$ cat config.mk
export PLATFORM = sky130hd
export DESIGN_NAME = stream_demux
export DESIGN_NICKNAME = d
export VERILOG_FILES = /design/src/rtl/stream_demux.sv
export SDC_FILE = /design/constraint.sdc
export NUM_CORES = 1
export LEC_CHECK = 0
export BUFFER_PORTS_ARGS = -buffer_cell sky130_fd_sc_hd__buf_2
export CORE_UTILIZATION = 50
export CTS_CLUSTER_DIAMETER = 200
export DETAILED_ROUTE_END_ITERATION = 16
export PLACE_DENSITY = 0.85
export SYNTH_ARGS = -nofsm -noshare
export SYNTH_HDL_FRONTEND = slang
export SYNTH_SLANG_ARGS = --single-unit
$ cat constraint.sdc
create_clock -name clk -period 1.6 [get_ports clk]
set_input_delay 0.08 -clock clk [delete_from_list [all_inputs] [get_ports clk]]
set_output_delay 0.08 -clock clk [all_outputs]
set_load 0.005 [all_outputs]
$ cat src/rtl/stream_demux.sv
// Valid/ready 1-to-N stream demultiplexer with one independent register slot per output channel.
// Define STREAM_DEMUX_CNT_EN to add the per-channel delivered-item counters (out_cnt).

module stream_demux_slot #(
    parameter int DATA_WIDTH = 32
`ifdef STREAM_DEMUX_CNT_EN
    ,
    parameter int CNT_WIDTH  = 16
`endif
) (
    input  logic                  clk,
    input  logic                  reset,
    input  logic                  load,
    input  logic [DATA_WIDTH-1:0] din,
    input  logic                  ready,
    output logic                  valid,
    output logic [DATA_WIDTH-1:0] data
`ifdef STREAM_DEMUX_CNT_EN
    ,
    output logic [CNT_WIDTH-1:0]  cnt
`endif
);

    logic drain;

    assign drain = valid && ready;

    // Payload is cleared on drain so the output reads zero whenever the slot is empty.
    always_ff @(posedge clk) begin
        if (reset) begin
            valid <= 1'b0;
            data  <= '0;
        end else if (load) begin
            valid <= 1'b1;
            data  <= din;
        end else if (drain) begin
            valid <= 1'b0;
            data  <= '0;
        end
    end

`ifdef STREAM_DEMUX_CNT_EN
    always_ff @(posedge clk) begin
        if (reset) begin
            cnt <= '0;
        end else if (drain) begin
            cnt <= cnt + 1'b1;
        end
    end
`endif

endmodule

module stream_demux #(
    parameter int CONTROL    = 2,
    parameter int DATA_WIDTH = 32,
    parameter int CNT_WIDTH  = 16
) (
    input  logic                  clk,
    input  logic                  reset,
    input  logic                  in_valid,
    output logic                  in_ready,
    input  logic [DATA_WIDTH-1:0] in_data,
    input  logic [CONTROL-1:0]    in_sel,
    output logic                  out_valid [2**CONTROL],
    input  logic                  out_ready [2**CONTROL],
    output logic [DATA_WIDTH-1:0] out_data  [2**CONTROL]
`ifdef STREAM_DEMUX_CNT_EN
    ,
    output logic [CNT_WIDTH-1:0]  out_cnt   [2**CONTROL]
`endif
);

    localparam int N = 2**CONTROL;

    logic accept;

    // Only the addressed slot gates acceptance, so a stalled channel never blocks the others.
    assign in_ready = !out_valid[in_sel] || out_ready[in_sel];
    assign accept   = in_valid && in_ready;

    for (genvar i = 0; i < N; i++) begin : g_slot
        logic load;

        assign load = accept && (in_sel == CONTROL'(i));

        stream_demux_slot #(
            .DATA_WIDTH (DATA_WIDTH)
`ifdef STREAM_DEMUX_CNT_EN
            ,
            .CNT_WIDTH  (CNT_WIDTH)
`endif
        ) u_slot (
            .clk   (clk),
            .reset (reset),
            .load  (load),
            .din   (in_data),
            .ready (out_ready[i]),
            .valid (out_valid[i]),
            .data  (out_data[i])
`ifdef STREAM_DEMUX_CNT_EN
            ,
            .cnt   (out_cnt[i])
`endif
        );
    end

endmodule

==> results.toml <==
[power]
power_w = 0.00820
p_int_w = 0.00633
p_leak_nw = 3.39
p_sw_frac = 0.228
p_switching_w = 0.00187
clkPwrFrac = 0.489
pwr_density_cell_mw_per_mm2 = 1150
vdd_drop_max_mv = 0.784
p_comb_frac = 0.088
seqPwrFrac = 0.423

[logic_synthesis]
syn_area_mm2 = 0.00501
yosys_warnings = 0
synthesis.instances = 477
syn_area_per_cell_um2 = 10.5
synth_cell_type_count = 17
ys_seq_elements = 132
syn_nets = 518
seq_area_frac_synth = 0.528

[worst_hold_path]
hp-class = "input port to flop"

[grt]
grt-ovfl-total = 0
track_usage = 0.278
grt_max_degree = 24
grt_pass1_vias = 4426
grt_antenna_before_repair = 1
grt_pass1_wl_mm = 21.6

[critical_path]
rrSetupSlack_ns = 0.15
critPathMaxFanout = 3
required_ns = 1.52
critical_path_arrival_ns = 1.54
crit_buf_inv = 1
slowest_stage = "mux4_2"
crit_chain = "nand2b_4 > mux4_2 > buf_6"
start_kind = "flop"
r2r_end = "g_slot[0].u_slot.data[19]$_SDFFE_PP0P_"
critPathKind = "flop to output pin"
end_kind = "output pin"
crit_path_end = "in_ready"
crit_family = "multiplexers"
crit_cells = 3
r2r_start = "g_slot[0].u_slot.valid$_SDFFE_PP0P_"
reg2reg_depth = 5
slowest_delay_ns = 0.48
critPathLaunch = "g_slot[3].u_slot.valid$_SDFFE_PP0P_"

[floorplanning]
ios = 174
fp.coreArea_mm2 = 0.00973
chipWidth_um = 102
initial_utilization = 0.515
fp.dieArea_mm2 = 0.0104
die_h_um = 102
rows = 36

[run]
maxCapViolations = 0

[timing]
fin_skew_ns = 0.00816
setup_viol = 1
slew_violations = 0
worstMarginPinSlew_ns = 0.557
layout_setup_ws_ns = -0.0164
finalCritPeriodShare = 1.01
hold_violations = 0
rsz0062_at_grt = "true"
fmax_mhz = 619
period_needed_ns = 1.62
relSlewSlack = 0.628

[cts]
cts_buffer_depth = 2
htreeDepth = 4
numClockSinks = 132
clk_pin_slew_worst_paths_ns = 0.06
clk_latency_ns = 0.51
cts-root-buf = "clkbuf_8"
numCtsBuffers = 17
tritoncts = "done"

[layout]
final_common_cell = "buf_2"
multi_input_area_mm2 = 0.00219
n_fill_cell = 695
final_cells = 849
fin_nets = 743
layout-drive-gt1-share = 0.344
seqCellArea_mm2 = 0.00265
syn_to_final_growth_pct = 42.4
final_cell_mix = "172 x buf_2, 130 x nand2_1, 128 x mux2i_1, 128 x dfxtp_1, 40 x dlygate4sd3_1"
final_util = 0.733

[place]
port_buffers = 173
post-place-cells = 770
post-dp-hpwl_mm = 9.57
gp_congestion = 0.805
post-place-ws_ns = 0.218

[route]
vias = 4311
routedWlPerCell_um = 16.9
ant_nets = 0
drt_iter0_markers = 177
dr.pass1.iters = 6
routed_wl_mm = 14.4
remaining_drc_errors = 0
vias_per_cell = 5.08

[outcome]
violations = "setup timing"
status = "finished with violations"
worst reg2reg max path: stages, from the launching register on:
cell	delay [ns]
dfxtp_2	0.33
buf_4	0.14
a21oi_4	0.29
buf_4	0.24
nand2_1	0.10
mux2i_1	0.25
Yosys cell counts:
cell / n / area, um^2
a21oi_1: 4 / 20.0
a21oi_2: 3 / 26.3
and3_1: 1 / 6.26
buf_2: 11 / 55.1
buf_4: 7 / 52.6
buf_6: 9 / 101
clkbuf_1: 8 / 30.0
dfxtp_1: 132 / 2640
mux2i_1: 128 / 1280
mux4_2: 1 / 22.5
nand2_1: 130 / 488
nand2b_1: 36 / 225
nand3_1: 1 / 5.00
nand3b_1: 1 / 7.51
nor2b_1: 3 / 18.8
nor3_4: 1 / 16.3
o21ba_1: 1 / 10.0
power groups by stage:
stage / Sequential [W] / Combinational (W) / Clock, W
after floorplan: 0.00354 / 0.000329 / 0
after global placement: 0.00353 / 0.000595 / 0
after detailed placement: 0.00354 / 0.000621 / 0
after CTS: 0.00347 / 0.000707 / 0.00405
after global routing: 0.00348 / 0.000778 / 0.00421
final: 0.00347 / 0.000720 / 0.00401
area by class of cell:
cell class                 count  area share
multi-input combinational    310       0.307
clock buffer                  20      0.0610
timing repair buffer         241       0.211
clock inverter                12      0.0249
antenna                        1    0.000351
tap                          133      0.0233
sequential                   132       0.372
state kept, by name, summed over array words and instances (netlist names):
name                 cells
g_slot.u_slot.data     128
g_slot.u_slot.valid      4
repair_timing:
action | 4_1_cts | 5_1_grt
hold buffers | 40 | 0
setup endpoints to repair | 1 | 1
setup buffers | 3 | 3
gates resized for setup | 8 | 2
hold endpoints to repair | 132 | 0
kinds of logic after synthesis:
kind of cell | share of synthesized area
buf+inv | 0.0477
mux | 0.260
simple gates | 0.153
flops | 0.528
compound gates | 0.0112
metrics by stage:
stage | TNS (ns) | hold WS (ns) | area, um^2
final | -0.0164 | 0.0379 | 7130
after global routing | -0.0717 | 0.0191 | 7130
after CTS | -0.0497 | 0.00358 | 7090
after detailed placement | 0 | 0.405 | 6030
after global placement | 0 | 0.409 | 6030
after floorplan | 0 | 0.220 | 5010
per-layer routing:
layer  track usage  wire length [um]  up-vias
met2         0.494              7390      189
met3        0.0910               962       26
met1         0.303              5720     2068
met5             0                 0        -
li1              -                 -     2028
met4         0.120               310        0
how the worst min path moves through the flow:
stage,start,to,slack [ns],depth (start not counted)
floorplan,in_sel[0],g_slot[1].u_slot.valid$_SDFFE_PP0P_,0.22,2
global placement,in_sel[0],g_slot[1].u_slot.valid$_SDFFE_PP0P_,0.41,3
detailed placement,in_sel[0],g_slot[1].u_slot.valid$_SDFFE_PP0P_,0.41,3
CTS,out_ready[0],g_slot[3].u_slot.valid$_SDFFE_PP0P_,0.004,4
global route,out_ready[0],g_slot[3].u_slot.data[24]$_SDFFE_PP0P_,0.02,4
finish,out_ready[0],g_slot[3].u_slot.data[24]$_SDFFE_PP0P_,0.04,4
(Power assumes the default switching activity.)
